==> src/rtl/ins_cache.sv <==
// Direct-mapped, one-word-per-line instruction cache sitting between the fetch
// unit and the memory controller. Define ICACHE_EN to build the storage; without it every fetch misses.
module ins_cache #(
  parameter int LINES   = 16,
  parameter int INDEX_W = 4
) (
  input  logic        clk,
  input  logic        rst,
  input  logic        rdy,
  input  logic        req_from_if,
  input  logic [31:0] pc_from_if,
  input  logic        flush,
  output logic        ins_valid,
  output logic [31:0] ins_out,
  output logic        mem_req,
  output logic [31:0] mem_addr,
  input  logic        mem_ok,
  input  logic [31:0] mem_ins,
  output logic [1:0]  state_dbg
);

  // Handshake: req_from_if is held by the fetcher until ins_valid (one-cycle
  // pulse) or flush; mem_req is a level held until mem_ok (one-cycle pulse).
  typedef enum logic [1:0] {
    IDLE = 2'd0,
    MISS = 2'd1,
    RESP = 2'd2
  } state_t;

  localparam int TAG_W = 32 - INDEX_W - 2;

  state_t      state, state_n;
  logic        ins_valid_n;
  logic [31:0] ins_out_n;
  logic        mem_req_n;
  logic [31:0] mem_addr_n;
  logic        hit;
  logic [31:0] hit_data;
  logic        fill;

  // A line is filled whenever the controller answers, even if a flush
  // arrives in the same cycle.
  assign fill = (state == MISS) && mem_ok;

`ifdef ICACHE_EN
  logic [INDEX_W-1:0] pc_index;
  logic [TAG_W-1:0]   pc_tag;
  logic [INDEX_W-1:0] miss_index;
  logic [TAG_W-1:0]   miss_tag;
  logic [LINES-1:0]   valid_q;
  logic [TAG_W-1:0]   tag_q  [LINES];
  logic [31:0]        data_q [LINES];

  assign pc_index   = pc_from_if[INDEX_W+1:2];
  assign pc_tag     = pc_from_if[31:INDEX_W+2];
  assign miss_index = mem_addr[INDEX_W+1:2];
  assign miss_tag   = mem_addr[31:INDEX_W+2];
  assign hit        = valid_q[pc_index] && (tag_q[pc_index] == pc_tag);
  assign hit_data   = data_q[pc_index];

  always_ff @(posedge clk) begin
    if (rst) begin
      valid_q <= '0;
    end else if (rdy && fill) begin
      valid_q[miss_index] <= 1'b1;
    end
  end

  always_ff @(posedge clk) begin
    if (!rst && rdy && fill) begin
      tag_q[miss_index]  <= miss_tag;
      data_q[miss_index] <= mem_ins;
    end
  end

  logic unused_bits;
  assign unused_bits = &{1'b0, pc_from_if[1:0], mem_addr[1:0]};
`else
  assign hit      = 1'b0;
  assign hit_data = '0;

  logic unused_bits;
  assign unused_bits = &{1'b0, pc_from_if[1:0], mem_addr[1:0]};
`endif

  always_comb begin
    state_n     = state;
    ins_valid_n = 1'b0;
    ins_out_n   = ins_out;
    mem_req_n   = mem_req;
    mem_addr_n  = mem_addr;
    case (state)
      IDLE: begin
        mem_req_n = 1'b0;
        if (!flush && req_from_if) begin
          if (hit) begin
            ins_valid_n = 1'b1;
            ins_out_n   = hit_data;
            state_n     = RESP;
          end else begin
            mem_req_n  = 1'b1;
            mem_addr_n = {pc_from_if[31:2], 2'b00};
            state_n    = MISS;
          end
        end
      end
      MISS: begin
        if (mem_ok) begin
          mem_req_n = 1'b0;
          if (flush) begin
            state_n = IDLE;
          end else begin
            ins_valid_n = 1'b1;
            ins_out_n   = mem_ins;
            state_n     = RESP;
          end
        end else if (flush) begin
          mem_req_n = 1'b0;
          state_n   = IDLE;
        end
      end
      RESP: begin
        mem_req_n = 1'b0;
        state_n   = IDLE;
      end
      default: begin
        mem_req_n = 1'b0;
        state_n   = IDLE;
      end
    endcase
  end

  always_ff @(posedge clk) begin
    if (rst) begin
      state     <= IDLE;
      ins_valid <= 1'b0;
      ins_out   <= '0;
      mem_req   <= 1'b0;
      mem_addr  <= '0;
    end else if (rdy) begin
      state     <= state_n;
      ins_valid <= ins_valid_n;
      ins_out   <= ins_out_n;
      mem_req   <= mem_req_n;
      mem_addr  <= mem_addr_n;
    end
  end

  assign state_dbg = state;

endmodule

==> config.mk <==
export PLATFORM = sky130hd
export DESIGN_NAME = ins_cache
export DESIGN_NICKNAME = d
export VERILOG_FILES = /design/src/rtl/ins_cache.sv
export SDC_FILE = /design/constraint.sdc
export NUM_CORES = 1
export LEC_CHECK = 0
export BUFFER_PORTS_ARGS = -buffer_cell sky130_fd_sc_hd__buf_2
export CAP_MARGIN = 20
export CORE_ASPECT_RATIO = 0.8
export CORE_MARGIN = 4
export CORE_UTILIZATION = 42
export CTS_BUF_LIST = sky130_fd_sc_hd__clkbuf_8 sky130_fd_sc_hd__clkbuf_16
export DETAILED_ROUTE_END_ITERATION = 8
export GPL_TIMING_DRIVEN = 0
export HOLD_SLACK_MARGIN = 0.02
export PLACE_DENSITY = 0.79
export SYNTH_ARGS = -nofsm -noshare
export SYNTH_HDL_FRONTEND = slang
export SYNTH_SLANG_ARGS = --single-unit
==> constraint.sdc <==
create_clock -name clk -period 1.2 [get_ports clk]
set_input_delay 0.24 -clock clk [delete_from_list [all_inputs] [get_ports clk]]
set_output_delay 0.24 -clock clk [all_outputs]
set_load 0.02 [all_outputs]
-- Yosys cells after proc, flatten, opt, wreduce, memory -nomap -nowiden
Index checks and enable logic that the tools add are counted.
- bits in registers: 66
- multiplexer cells: 12
- bitwise gates (word level): 1
- equality and inequality tests: 3
- reduce and logical (&&, ||, !) cells: 7
- operators with widths (operator ; number):
    2-bit 2-to-1 mux ; 4
    1-bit 2-to-1 mux ; 6
    3-bit AND reduction ; 2
    2-bit one-hot mux with 2 select lines ; 1
    4-bit AND reduction ; 1
    3-bit inequality test (second input constant) ; 1
    2-bit by 1-bit equality test with 1-bit output (second input constant) ; 1
    2-bit zero test ; 1
    2-bit inequality test (second input constant) ; 1
    1-bit one-hot mux with 2 select lines ; 1
    2-bit AND reduction ; 1
    1-bit logical AND ; 1
    1-bit zero test ; 1
    1-bit inverter ; 1

-- Depth between registers and ports, before layout
- depth after elaboration: 4
- mapped depth: 5
- gate-level depth less buffers: 3

-- Worst setup path before layout
No wires, ideal clock.
- kind: register to register
- start: reg state[1], in the netlist state_dbg[1]
- end: reg ins_out[0]
- clock period less this slack: 1.268 ns
- arrival time: 1.196 ns
- slack: -0.068 ns
- cell stages (with the launch flop): 6
- library setup time: 0.072 ns
- data required time: 1.128 ns
- cell sequence: dfxtp_1 -> nor2_2 -> and4_4 -> buf_12 -> buf_12 -> mux2i_1
- word-level cells in the longest chain between the ends: 2
- ends and longest elaborated chain (what ; RTL line ; RTL):
    start, declared ; 32 ; state_t state, state_n;
    start signal, assigned ; 141 ; state <= state_n;
    2-bit by 1-bit equality test with 1-bit output ; 92 ; case (state)
    4-bit AND reduction (no line) ; - ;
    end signal, assigned ; 143 ; ins_out <= ins_out_n;
    end, declared ; 14 ; output logic [31:0] ins_out,
No other way between the ends.
A chain may end at the register's enable or synchronous reset.

-- Worst setup path after layout
- start: reg state[1], in the netlist state_dbg[1]
- end: reg mem_addr[21]
- word-level cells in the longest chain between the ends: 2
- ends and longest elaborated chain (what ; RTL line ; RTL):
    2-bit zero test ; 92 ;
    3-bit AND reduction (no line) ; - ;
    end signal, assigned ; 145 ; mem_addr <= mem_addr_n;
    end, declared ; 16 ; output logic [31:0] mem_addr,
No other way between the ends.

==> results.tsv <==
stage	metric	value	unit
status	status	finished with violations	
status	failing checks	setup timing	
route	routed via count	2459	
floorplanning	number of I/O pins	138	
synth	synthesized flop and latch total	66	
timing	endpoints failing hold	0	
grt	first-pass GRT wire length	11700	um
placed_design	GPL Wtd Cong	0.730	
clock_network	cts-stage hold buffer count	0	
power_and_ir_drop	Pwr Density	1070	nW/um^2
clock_network	Reg clk slew, reported paths	70	ps
grt	total gr overflow	0	
route	WL met1	3140	um
timing	Tcrit/Tclk final	1.05	
cells_and_area	Net count, final	512	
clock_network	CTS Buf Count	9	
synth	Synth warnings	0	
setup_path	CP max FO	10	
cells_and_area	Layout Cells excl Fill	534	
route	drt wl/cell	13.7	um
grt	Total GRT Usage	0.171	
power_and_ir_drop	Lkg Pwr	1.80	nW
clock_network	CTS sink cnt	66	
power_and_ir_drop	Power Total	4.41	mW
clock_network	CTS tree	yes	
synth	ys async rst share	0	
synth	sequential cell area fraction in the yosys report	0.436	
floorplanning	Die ar.	8650	sq um
clock_network	CTS root buf	clkbuf_8	
clock_network	Max Root-Sink Buffers	2	
synth	cell count after synthesis	292	
cells_and_area	share of cells above drive strength 1	0.380	
floorplanning	Cell Rows	27	
synth	leading register cell type out of synthesis	dfxtp_1	
timing	slack of the critical path	-65.4	ps
timing	max-slew violation count	0	
setup_path	CP Data Required Time	1460	ps
timing	fmax	0.790	GHz
placed_design	number of port buffers	132	
timing	Worst Skew	4.77	ps
clock_network	H-tree levels	3	
clock_network	worst skew pair latency	330	ps
route	routed vias/inst	4.60	
synth	Post-synth EDFFs	0	
route	number of DRC markers in iteration 0	42	
setup_path	crit path capture type	flip-flop	
placed_design	Placed Cells	512	
grt	largest net degree at the start of global routing	12	
power_and_ir_drop	Worst IR Drop VDD	0.000674	V
cells_and_area	Fill cells	636	
synth	Distinct cells, synth	18	
cells_and_area	Diodes inserted	0	
route	Max Used Layer	met4	
timing	RSZ-0062 raised after global routing	yes	
route	Post-Route WL	7330	um
run	Max-Cap Viols	0	
cells_and_area	Area Growth Syn to Fin	35.7	%
grt	vias in the first global route	2450	
setup_path	Arr. time, crit path	1520	ps
floorplanning	starting density of the core	0.436	
worst_hold_path	Hold WC Path Type	in2reg	
floorplanning	Core ar.	6960	sq um
synth	mapped cell area	3030	sq um
route	metal3 WL	577	um
timing	minimum clock period	1270	ps
grt	initial antenna violation count	0	
placed_design	Post-DP HPWL	5380	um
timing	final setup violation count	40	
setup_path	CP startpoint kind	flip-flop	
route	metal2 WL	3490	um
route	drt first pass iters	6	
floorplanning	die width	103	um
synth	Avg Cell Area, Syn	10.4	sq um
setup_path	CP Class	reg2reg	
route	Antenna Nets Post-Route	0	
route	DRC violations left	0	
floorplanning	die height	84.0	um
placed_design	Setup WS pre-CTS	-182	ps
## final cells by class
| type | count | area, sq um | area share |
|---|---|---|---|
| Multi-Input combinational cell | 202 | 1520 | 0.369 |
| Sequential cell | 66 | 1330 | 0.322 |
| Timing Repair Buffer | 138 | 768 | 0.187 |
| Buffer | 24 | 219 | 0.0532 |
| Clock buffer | 10 | 138 | 0.0334 |
| Tap cell | 87 | 109 | 0.0265 |
| Clock inverter | 6 | 33.8 | 0.00821 |
| Inverter | 1 | 3.75 | 0.000912 |
## power by group
part / leakage, nW / total [mW] / internal (mW) / switching [mW]
logic: 1.18 / 0.531 / 0.277 / 0.254
clock network: 0.0892 / 1.62 / 0.787 / 0.837
registers: 0.535 / 2.26 / 2.23 / 0.0248
## path summary, 6_finish.rpt
path | slack, ps | endpoint | depth (start not counted) | start
max | -70 | mem_addr[21] | 5 | state_dbg[1]
max reg2reg | -70 | mem_addr[21] | 5 | state_dbg[1]
min | 160 | ins_out[29] | 3 | mem_ins[29]
min reg2reg | 470 | ins_valid | 2 | ins_valid
## sequential cells by signal, summed over array words and instances (netlist names)
signal and count:
state_dbg 2, mem_addr 30, ins_valid 1, ins_out 32, mem_req 1
## cells in the mapped netlist, types with 2 or more instances
master	n	area [sq um]
nand2b_1	124	776
dfxtp_1	66	1320
mux2i_1	62	621
clkbuf_1	14	52.6
buf_12	7	140
a21oi_1	5	25.0
buf_4	2	15.0
nand2_1	2	7.51
## cell families after synthesis
| family | share of synthesized area |
|---|---|
| DFF | 0.436 |
| AOI/OAI and AO/OA | 0.00990 |
| and+or+nand+nor | 0.275 |
| muxes | 0.205 |
| other | 0.00124 |
| buffers and inverters | 0.0734 |
## cell usage in the layout, fill, tap and decap left out, types with 2 or more instances in the layout
cell	instances
buf_2	131
nand2b_1	124
dfxtp_1	64
mux2i_1	59
clkbuf_1	14
clkbuf_8	10
buf_12	8
a21oi_1	5
buf_4	4
buf_6	3
clkinv_2	3
inv_1	2
mux2i_2	2
nand2_1	2
conb_1	2
clkinvlp_4	2
buf_16	2
## layer usage
layer,up-vias,global-route usage
met2,81,0.278
met3,13,0.0551
met1,1126,0.209
li1,1239,-
met5,-,0
met4,0,0.0647
## timing repair
item / in CTS / in global routing
cloned: 2 / 0
setup endpoints to repair: 60 / 63
hold endpoints to repair: 0 / 0
gates resized for setup: 4 / 7
buffers inserted: 3 / 1
pin swaps: 2 / 0
## metrics by stage
step / area, sq um / setup TNS (ps) / util / hold slack [ps]
CTS: 4080 / -2510 / 0.586 / 130
floorplan: 3040 / 0 / - / 395
global placement: 3810 / -6590 / 0.547 / 447
detailed placement: 3810 / -7450 / 0.547 / 448
global route: 4120 / -5160 / 0.591 / 133
finish: 4120 / -1130 / 0.591 / 155
## critical path, stage by stage, from the launching register on
cell and delay [ps]:
dfxtp_4 360, nor2_4 90, and4b_1 240, buf_6 150, buf_12 150, mux2i_1 210
Note: power is estimated with default switching activity, not from simulation.
